**src/rtl/alu_nibble_sequencer_if.sv**
```systemverilog
// Bus bundle for alu_nibble_sequencer.
// Groups the requester handshake (start/op/opa/opb -> busy/done/result/
// cout_o/zero_o) and the link to the shared 4-bit arithmetic unit
// (alu_a/alu_b/alu_s0/alu_s1/alu_cin -> alu_d/alu_cout).
//   slave  : the sequencer side.
//   master : the environment side (requester plus the arithmetic unit).
interface alu_nibble_sequencer_if #(
  parameter int WORDS = 4
);
  logic                 start;
  logic [2:0]           op;
  logic [4*WORDS-1:0]   opa;
  logic [4*WORDS-1:0]   opb;
  logic                 busy;
  logic                 done;
  logic [4*WORDS-1:0]   result;
  logic                 cout_o;
  logic                 zero_o;
  logic [3:0]           alu_a;
  logic [3:0]           alu_b;
  logic                 alu_s0;
  logic                 alu_s1;
  logic                 alu_cin;
  logic [3:0]           alu_d;
  logic                 alu_cout;

  modport slave (
    input  start, op, opa, opb, alu_d, alu_cout,
    output busy, done, result, cout_o, zero_o,
           alu_a, alu_b, alu_s0, alu_s1, alu_cin
  );

  modport master (
    output start, op, opa, opb, alu_d, alu_cout,
    input  busy, done, result, cout_o, zero_o,
           alu_a, alu_b, alu_s0, alu_s1, alu_cin
  );
endinterface

```
**src/rtl/alu_nibble_sequencer.sv**
```systemverilog
// alu_nibble_sequencer
// Runs a 4*WORDS-bit add/subtract/increment/decrement through a shared
// registered 4-bit arithmetic unit, one nibble at a time (LSB first),
// chaining each nibble's carry-out into the next nibble's carry-in.
// Ports:
//   clk  - rising-edge clock
//   rst  - asynchronous active-high reset
//   bus  - alu_nibble_sequencer_if.slave: start/op/opa/opb request,
//          busy/done/result/cout_o/zero_o status, alu_* link to the unit
// Every output is a register; the next value of each register is built in
// one combinational block and loaded in one clocked block.
module alu_nibble_sequencer #(
  parameter int WORDS   = 4,
  parameter int ALU_LAT = 2
) (
  input logic                   clk,
  input logic                   rst,
  alu_nibble_sequencer_if.slave bus
);

  localparam int W     = 4 * WORDS;
  localparam int IDX_W = (WORDS > 1) ? $clog2(WORDS) : 1;
  localparam int CNT_W = (ALU_LAT > 1) ? $clog2(ALU_LAT) : 1;
  localparam logic [IDX_W-1:0] LAST_IDX = IDX_W'(WORDS - 1);
  localparam logic [CNT_W-1:0] LAST_CNT = CNT_W'(ALU_LAT - 1);

  typedef enum logic [1:0] {S_IDLE, S_ISSUE, S_WAIT, S_DONE} state_t;

  state_t             r_state,  w_stateNext;
  logic [W-1:0]       r_opa,    w_opaNext;
  logic [W-1:0]       r_opb,    w_opbNext;
  logic [1:0]         r_sel,    w_selNext;
  logic [IDX_W-1:0]   r_idx,    w_idxNext;
  logic [CNT_W-1:0]   r_cnt,    w_cntNext;
  logic               r_carry,  w_carryNext;
  logic [W-1:0]       r_shadow, w_shadowNext;
  logic [W-1:0]       r_result, w_resultNext;
  logic               r_cout,   w_coutNext;
  logic               r_zero,   w_zeroNext;
  logic               r_busy,   w_busyNext;
  logic               r_done,   w_doneNext;
  logic [3:0]         r_aluA,   w_aluANext;
  logic [3:0]         r_aluB,   w_aluBNext;
  logic               r_aluS0,  w_aluS0Next;
  logic               r_aluS1,  w_aluS1Next;
  logic               r_aluCin, w_aluCinNext;

  // State and datapath registers; reset discards any operation in flight.
  always_ff @(posedge clk or posedge rst) begin
    if (rst) begin
      r_state  <= S_IDLE;
      r_opa    <= '0;
      r_opb    <= '0;
      r_sel    <= '0;
      r_idx    <= '0;
      r_cnt    <= '0;
      r_carry  <= 1'b0;
      r_shadow <= '0;
      r_result <= '0;
      r_cout   <= 1'b0;
      r_zero   <= 1'b1;
      r_busy   <= 1'b0;
      r_done   <= 1'b0;
      r_aluA   <= '0;
      r_aluB   <= '0;
      r_aluS0  <= 1'b0;
      r_aluS1  <= 1'b0;
      r_aluCin <= 1'b0;
    end else begin
      r_state  <= w_stateNext;
      r_opa    <= w_opaNext;
      r_opb    <= w_opbNext;
      r_sel    <= w_selNext;
      r_idx    <= w_idxNext;
      r_cnt    <= w_cntNext;
      r_carry  <= w_carryNext;
      r_shadow <= w_shadowNext;
      r_result <= w_resultNext;
      r_cout   <= w_coutNext;
      r_zero   <= w_zeroNext;
      r_busy   <= w_busyNext;
      r_done   <= w_doneNext;
      r_aluA   <= w_aluANext;
      r_aluB   <= w_aluBNext;
      r_aluS0  <= w_aluS0Next;
      r_aluS1  <= w_aluS1Next;
      r_aluCin <= w_aluCinNext;
    end
  end

  // Next-state and next-output logic. The alu_* registers are loaded on the
  // edge entering ISSUE from the already-updated operand/index/carry values,
  // so the unit sees a stable nibble for the whole ISSUE cycle and samples
  // it on the edge leaving ISSUE; they then hold through WAIT.
  always_comb begin
    w_stateNext  = r_state;
    w_opaNext    = r_opa;
    w_opbNext    = r_opb;
    w_selNext    = r_sel;
    w_idxNext    = r_idx;
    w_cntNext    = r_cnt;
    w_carryNext  = r_carry;
    w_shadowNext = r_shadow;
    w_resultNext = r_result;
    w_coutNext   = r_cout;
    w_zeroNext   = r_zero;
    w_busyNext   = 1'b0;
    w_doneNext   = 1'b0;
    w_aluANext   = '0;
    w_aluBNext   = '0;
    w_aluS0Next  = 1'b0;
    w_aluS1Next  = 1'b0;
    w_aluCinNext = 1'b0;

    case (r_state)
      S_IDLE: begin
        if (bus.start) begin
          w_opaNext   = bus.opa;
          w_opbNext   = bus.opb;
          w_selNext   = bus.op[2:1];
          w_idxNext   = '0;
          w_carryNext = bus.op[0];
          w_stateNext = S_ISSUE;
        end
      end
      S_ISSUE: begin
        w_cntNext   = '0;
        w_stateNext = S_WAIT;
      end
      S_WAIT: begin
        if (r_cnt == LAST_CNT) begin
          w_shadowNext[{r_idx, 2'b00} +: 4] = bus.alu_d;
          w_carryNext = bus.alu_cout;
          if (r_idx == LAST_IDX) begin
            w_resultNext = w_shadowNext;
            w_coutNext   = bus.alu_cout;
            w_zeroNext   = (w_shadowNext == '0);
            w_stateNext  = S_DONE;
          end else begin
            w_idxNext   = r_idx + 1'b1;
            w_stateNext = S_ISSUE;
          end
        end else begin
          w_cntNext = r_cnt + 1'b1;
        end
      end
      S_DONE: begin
        w_stateNext = S_IDLE;
      end
      default: begin
        w_stateNext = S_IDLE;
      end
    endcase

    w_busyNext = (w_stateNext == S_ISSUE) || (w_stateNext == S_WAIT);
    w_doneNext = (w_stateNext == S_DONE);

    if (w_stateNext == S_ISSUE) begin
      w_aluANext   = w_opaNext[{w_idxNext, 2'b00} +: 4];
      w_aluBNext   = w_opbNext[{w_idxNext, 2'b00} +: 4];
      w_aluS0Next  = w_selNext[1];
      w_aluS1Next  = w_selNext[0];
      w_aluCinNext = w_carryNext;
    end else if (w_stateNext == S_WAIT) begin
      w_aluANext   = r_aluA;
      w_aluBNext   = r_aluB;
      w_aluS0Next  = r_aluS0;
      w_aluS1Next  = r_aluS1;
      w_aluCinNext = r_aluCin;
    end
  end

  assign bus.busy    = r_busy;
  assign bus.done    = r_done;
  assign bus.result  = r_result;
  assign bus.cout_o  = r_cout;
  assign bus.zero_o  = r_zero;
  assign bus.alu_a   = r_aluA;
  assign bus.alu_b   = r_aluB;
  assign bus.alu_s0  = r_aluS0;
  assign bus.alu_s1  = r_aluS1;
  assign bus.alu_cin = r_aluCin;

endmodule

```
**src/flat_wrapper.sv**
```systemverilog
// flat-port wrapper written by rule: the top's interface ports become plain ports
module alu_nibble_sequencer_flat 
#(
  parameter int WORDS   = 4,
  parameter int ALU_LAT = 2
)
  (clk, rst, bus_start, bus_op, bus_opa, bus_opb, bus_alu_d, bus_alu_cout, bus_busy, bus_done, bus_result, bus_cout_o, bus_zero_o, bus_alu_a, bus_alu_b, bus_alu_s0, bus_alu_s1, bus_alu_cin);
  alu_nibble_sequencer_if #(.WORDS(WORDS)) bus_i ();
  input logic clk;
  input logic rst;
  input wire logic [$bits(bus_i.start)-1:0] bus_start;
  input wire logic [$bits(bus_i.op)-1:0] bus_op;
  input wire logic [$bits(bus_i.opa)-1:0] bus_opa;
  input wire logic [$bits(bus_i.opb)-1:0] bus_opb;
  input wire logic [$bits(bus_i.alu_d)-1:0] bus_alu_d;
  input wire logic [$bits(bus_i.alu_cout)-1:0] bus_alu_cout;
  output wire logic [$bits(bus_i.busy)-1:0] bus_busy;
  output wire logic [$bits(bus_i.done)-1:0] bus_done;
  output wire logic [$bits(bus_i.result)-1:0] bus_result;
  output wire logic [$bits(bus_i.cout_o)-1:0] bus_cout_o;
  output wire logic [$bits(bus_i.zero_o)-1:0] bus_zero_o;
  output wire logic [$bits(bus_i.alu_a)-1:0] bus_alu_a;
  output wire logic [$bits(bus_i.alu_b)-1:0] bus_alu_b;
  output wire logic [$bits(bus_i.alu_s0)-1:0] bus_alu_s0;
  output wire logic [$bits(bus_i.alu_s1)-1:0] bus_alu_s1;
  output wire logic [$bits(bus_i.alu_cin)-1:0] bus_alu_cin;
  assign bus_i.start = bus_start;
  assign bus_i.op = bus_op;
  assign bus_i.opa = bus_opa;
  assign bus_i.opb = bus_opb;
  assign bus_i.alu_d = bus_alu_d;
  assign bus_i.alu_cout = bus_alu_cout;
  assign bus_busy = bus_i.busy;
  assign bus_done = bus_i.done;
  assign bus_result = bus_i.result;
  assign bus_cout_o = bus_i.cout_o;
  assign bus_zero_o = bus_i.zero_o;
  assign bus_alu_a = bus_i.alu_a;
  assign bus_alu_b = bus_i.alu_b;
  assign bus_alu_s0 = bus_i.alu_s0;
  assign bus_alu_s1 = bus_i.alu_s1;
  assign bus_alu_cin = bus_i.alu_cin;
  alu_nibble_sequencer #(.WORDS(WORDS), .ALU_LAT(ALU_LAT)) u_core (.clk(clk), .rst(rst), .bus(bus_i));
endmodule
```
**config.mk**
```make
export PLATFORM = sky130hd
export DESIGN_NAME = alu_nibble_sequencer_flat
export DESIGN_NICKNAME = d
export VERILOG_FILES = /design/src/rtl/alu_nibble_sequencer_if.sv /design/src/rtl/alu_nibble_sequencer.sv /design/src/flat_wrapper.sv
export SDC_FILE = /design/constraint.sdc
export NUM_CORES = 1
export LEC_CHECK = 0
export ABC_AREA = 1
export CAP_MARGIN = 40
export CORE_MARGIN = 8
export CORE_UTILIZATION = 50
export DETAILED_ROUTE_END_ITERATION = 16
export GPL_ROUTABILITY_DRIVEN = 0
export MAX_ROUTING_LAYER = met4
export PLACE_DENSITY = 0.76
export SYNTH_ARGS = -nofsm -noshare
export SYNTH_HDL_FRONTEND = slang
export SYNTH_SLANG_ARGS = --single-unit
```
**constraint.sdc**
```tcl
create_clock -name clk -period 4.9 [get_ports clk]
set_clock_uncertainty 0.2 [all_clocks]
set_input_delay 1.225 -clock clk [delete_from_list [all_inputs] [get_ports clk]]
set_output_delay 1.225 -clock clk [all_outputs]
set_load 0.01 [all_outputs]
```
## After elaboration in Yosys (flattened, before gate mapping)

Cells that the tools add are included.

- Add/subtract/negate cells: 3
- Equality and inequality tests: 8
- Shift operators: 4
- Multiplexer cells: 27
- Reduce and logical (&&, ||, !) cells: 6

Operators by type and width:

| cell | number |
|---|---|
| $mux 16 | 4 |
| $shiftx 16x5->4 | 2 |
| $bwmux 16 | 1 |
| $logic_not 16->1 | 1 |
| $mux 2 | 8 |
| $shift 4x6->16 const A | 1 |
| $shiftx 4x6->16 | 1 |
| $mux 4 | 3 |
| $eq 2x2->1 const B | 5 |
| $pmux 2 s4 | 1 |
| $mux 1 | 7 |
| $neg 4->6 | 1 |
| $eq 2x1->1 const B | 2 |
| $pmux 1 s2 | 2 |
| $pmux 2 s2 | 1 |
| $reduce_and 3->1 | 1 |
| $add 2x1->2 const B | 1 |
| $logic_not 2->1 | 1 |
| $ne 2x1->1 const B | 1 |
| $reduce_and 2->1 | 1 |
| $reduce_bool 2->1 | 1 |
| $add 1x1->1 const B | 1 |
| $logic_or 1x1->1 | 1 |

- Bits in registers: 87
- Input bits: 43
- Output and inout port bits: 31
- Logic and storage cells: 66

## Longest topological paths before layout

- Depth in word-level cells: 7
- Depth in mapped cells: 14
- Gate-level depth less buffers: 12

## Worst setup path after synthesis

OpenSTA, ideal clock, no wires.

- Path type: in2reg
- Start: input bus_start
- End: register u_core.r_aluCin (netlist: u_core.bus.alu_cin)
- Setup time: 0.121 ns
- Arrival time: 2.651 ns
- Required time: 4.579 ns
- Path slack: 1.928 ns
- Stages: 11
- Buffers on the path: 3
- Cell sequence: buf_2 > nand2_1 > buf_4 > buf_2 > nand3_1 > nand2_1 > inv_1 > ha_1 > nand2_1 > clkinv_1 > a22o_1

- Longest elaborated chain between the ends: 4
- Elaborated cells on any way between the ends: 8
- Those cells by class: 3 x eq/ne; 5 x mux

Ends and longest elaborated chain:

| element | RTL line | text |
|---|---|---|
| start: declaration | flat_wrapper.sv:11 | `input wire logic [$bits(bus_i.start)-1:0] bus_start;` |
| $mux 2 (*) | alu_nibble_sequencer.sv:117 | `if (bus.start) begin` |
| $pmux 2 s4 (*) | alu_nibble_sequencer.sv:115 | `case (r_state)` |
| net u_core.w_stateNext[1] | alu_nibble_sequencer.sv:29 | `state_t r_state, w_stateNext;` |
| $eq 2x2->1 or $eq 2x1->1 (tied branches) | alu_nibble_sequencer.sv:164, alu_nibble_sequencer.sv:158 |  |
| $ne 2x1->1 (no line) or $mux 1 (tied branches) | - |  |
| end signal: assignment | alu_nibble_sequencer.sv:87 | `r_aluCin <= w_aluCinNext;` |
| end: declaration | alu_nibble_sequencer.sv:46 | `logic r_aluCin, w_aluCinNext;` |

The timed path passes the listed nets; every way through them passes the cells marked *.
A chain may end at the register's enable or synchronous reset.

## Worst setup path after layout

Same ends and word-level chain as after synthesis.

==> flow_metrics.env <==
export IMPL_overflow=0
export IMPL_remaining_drc_errors=0
export IMPL_final_period_minus_worst_setup_slack_ns=3.21
export IMPL_ctsLongestPathBuffers=2
export IMPL_synth_net_count=559
export IMPL_most_common_layout_cells="180 x sky130_fd_sc_hd__nand2_1, 86 x sky130_fd_sc_hd__dfrtp_1, 84 x sky130_fd_sc_hd__nand3_1"
export IMPL_rr_worst_depth=11
export IMPL_chip_width_um=107
export IMPL_netlist_area_leader_share=0.520
export IMPL_final_antenna_net_count=0
export IMPL_nets=627
export IMPL_diodes=0
export IMPL_cp_arrival_ns=3.27
export IMPL_synth_area_top_cells="sky130_fd_sc_hd__dfrtp_1 52%, sky130_fd_sc_hd__nand2_1 16%, sky130_fd_sc_hd__nand3_1 10%"
export IMPL_setup_violations_final=0
export IMPL_clkSlewWorstSetupHoldPaths_ns=0.09
export IMPL_maxCapViolCount=0
export IMPL_first_global_vias=3629
export IMPL_reg2reg_slack_ns=1.77
export IMPL_final_hold_fails=0
export IMPL_hold_path_end="u_core.r_opb[1]"
export IMPL_post_dp_hpwl_um=7290
export IMPL_ctsHtreeMaxLevel=3
export IMPL_worst_hold_path_num_cells=2
export IMPL_timing_worst_slew_pin_value_ns=0.748
export IMPL_ctsHoldBuffers=0
export IMPL_synth_seq_cells=87
export IMPL_pin_count=74
export IMPL_place_area_mm2=0.00493
export IMPL_critical_path_startpoint_type="primary input"
export IMPL_critical_path_reg2reg_endpoint="u_core.bus.alu_cin"
export IMPL_fin_area_mm2=0.00516
export IMPL_worstHoldPathType="reg2reg"
export IMPL_start_util=0.508
export IMPL_timing_setup_tns_ns=0
export IMPL_crit_path_required_time_ns=4.96
export IMPL_seq_area_frac_synth=0.527
export IMPL_share_of_synthesized_registers_carrying_an_async_set_or_reset=1.00
export IMPL_postSynthCellCount=504
export IMPL_finish_utilization=0.634
export IMPL_via_count=3562
export IMPL_drv_slew=0
export IMPL_slew_limit_headroom=0.501
export IMPL_dominantRegCellSynth="sky130_fd_sc_hd__dfrtp_1"
export IMPL_floorplan_core_area_mm2=0.00813
export IMPL_number_of_buffers_created_by_cts=9
export IMPL_cts_setup_buffers=0
export IMPL_achievable_frequency_mhz=312
export IMPL_crit_path_max_fanout=12
export IMPL_most_common_library_cell_in_the_layout_ignoring_fill_and_taps="sky130_fd_sc_hd__nand2_1"
export IMPL_rsz0062_at_grt="no"
export IMPL_synthesis_area_mm2=0.00414
export IMPL_worstSkewPairLatency_ns=0.36
export IMPL_post_layout_total_power_mw=2.79
export IMPL_vdd_drop_max_mv=0.211
export IMPL_yosys_warnings=0
export IMPL_critPathCaptureType="register"
export IMPL_ff_to_ff_start="u_core.r_state[0]"
export IMPL_multiInputGateArea_mm2=0.00169
export IMPL_ctsRootBufferMaster="sky130_fd_sc_hd__clkbuf_8"
export IMPL_seqCellArea_mm2=0.00218
export IMPL_drt_wl_total_um=9880
export IMPL_setup_worst_path_class="in2reg"
export IMPL_grt_antenna_before_repair=0
export IMPL_synth_largest_area_cell="sky130_fd_sc_hd__dfrtp_1"
export IMPL_run_status="complete, no violations"
export IMPL_tritoncts="yes"
export IMPL_fillCellCount=691
export IMPL_std_cell_rows=33
export IMPL_final_cycle_utilization_of_the_critical_path=0.655
export IMPL_power_density_of_the_placed_cells_mw_per_mm2=540
export IMPL_wire_per_inst_um=14.5
export IMPL_groute_usage_overall=0.187
export IMPL_clkSinkCount=87
export IMPL_die_area_mm2=0.0114
export IMPL_area_growth_pct=24.7
export IMPL_drive_above_1_share=0.0572
export IMPL_die_height_um=107
export IMPL_first_pass_grt_wire_length_um=16800
export IMPL_mean_instance_size_in_the_synthesized_netlist_um2=8.20
export IMPL_p_leak_nw=2.55
export IMPL_synth_edf_count=0
export IMPL_drt_iter0_drc=192
export IMPL_numPortBuffers=73
export IMPL_launch_instance_of_the_worst_min_delay_path="u_core.r_opb[1]"
export IMPL_post_drt_via_cell_ratio=5.22
export IMPL_post_cts_resized=0
export IMPL_detailedRoute_firstPassIterationCount=4
export IMPL_synth_cell_type_count=31
export IMPL_pin_count_of_the_biggest_net_entering_global_routing=46
-- routing by layer --
| layer | global-route usage | wire length (um) | up-vias |
|---|---|---|---|
| li1 | - | - | 1761 |
| met1 | 0.235 | 4470 | 1655 |
| met2 | 0.284 | 4680 | 122 |
| met3 | 0.0378 | 478 | 24 |
| met4 | 0.0884 | 252 | 0 |
| met5 | - | 0 | - |
-- critical path: stages --
cell and delay (ns):
sky130_fd_sc_hd__clkdlybuf4s50_1 0.47, sky130_fd_sc_hd__o21ai_0 0.17, sky130_fd_sc_hd__o21ai_0 0.20, sky130_fd_sc_hd__inv_1 0.11
sky130_fd_sc_hd__ha_1 0.41, sky130_fd_sc_hd__inv_1 0.08, sky130_fd_sc_hd__nand2_1 0.10, sky130_fd_sc_hd__clkinv_1 0.24
sky130_fd_sc_hd__a22o_1 0.27
-- through the flow --
stage / std cells / hold WS [ns] / setup slack (ns)
global route: 682 / 0.299 / 1.50
CTS: 682 / 0.279 / 1.70
floorplan: 504 / 0.238 / 1.23
detailed placement: 666 / 0.259 / 1.28
finish: 682 / 0.277 / 1.69
global placement: 666 / 0.255 / 1.40
-- area by class of cell --
class,count,share of cell area
Sequential cell,87,0.422
Multi-Input combinational cell,355,0.328
Clock inverter,7,0.0199
Inverter,40,0.0294
Clock buffer,9,0.0240
Tap cell,105,0.0255
Timing Repair Buffer,79,0.150
-- cell families (layout without fill, tap and decap cells) --
family | after synthesis | after routing | share of synthesized area
AND/OR/NAND/NOR | 296 | 296 | 0.303
flip-flops | 87 | 87 | 0.527
adder cells (fa/ha/maj) | 12 | 12 | 0.0363
AO/OA/AOI/OAI | 47 | 47 | 0.0696
buffers and inverters | 62 | 135 | 0.0638
-- power breakdown --
group / switching (mW) / total (mW) / internal, mW
logic: 0.758 / 1.16 / 0.404
registers: 0.108 / 1.06 / 0.957
clock network: 0.268 / 0.560 / 0.292
-- how the worst max path moves through the flow --
stage                      startpoint             endpoint  depth (start not counted)
floorplan                         rst  u_core.bus.alu_a[0]                          1
global placement            bus_start   u_core.bus.alu_cin                          9
detailed placement          bus_start   u_core.bus.alu_cin                          9
CTS                         bus_start  u_core.bus.alu_b[0]                         10
global route        u_core.r_state[0]  u_core.bus.alu_b[0]                         12
finish                      bus_start   u_core.bus.alu_cin                          9
-- synthesized netlist by cell type (3+ instances only) --
| master | n |
|---|---|
| sky130_fd_sc_hd__a31oi_1 | 5 |
| sky130_fd_sc_hd__buf_2 | 10 |
| sky130_fd_sc_hd__buf_4 | 3 |
| sky130_fd_sc_hd__clkbuf_1 | 6 |
| sky130_fd_sc_hd__dfrtp_1 | 86 |
| sky130_fd_sc_hd__ha_1 | 12 |
| sky130_fd_sc_hd__inv_1 | 35 |
| sky130_fd_sc_hd__inv_2 | 3 |
| sky130_fd_sc_hd__nand2_1 | 180 |
| sky130_fd_sc_hd__nand3_1 | 84 |
| sky130_fd_sc_hd__nand4_1 | 3 |
| sky130_fd_sc_hd__nor2_1 | 23 |
| sky130_fd_sc_hd__o21a_1 | 3 |
| sky130_fd_sc_hd__o21ai_0 | 26 |
| sky130_fd_sc_hd__o21ai_1 | 3 |
-- registers in the layout (all words and copies together), names as in the netlist, 4 cells and up --
register	cells
u_core.bus.result	16
u_core.r_opa	16
u_core.r_opb	16
u_core.r_shadow	16
u_core.bus.alu_a	4
u_core.bus.alu_b	4
Power figures use the tool's default switching activity.
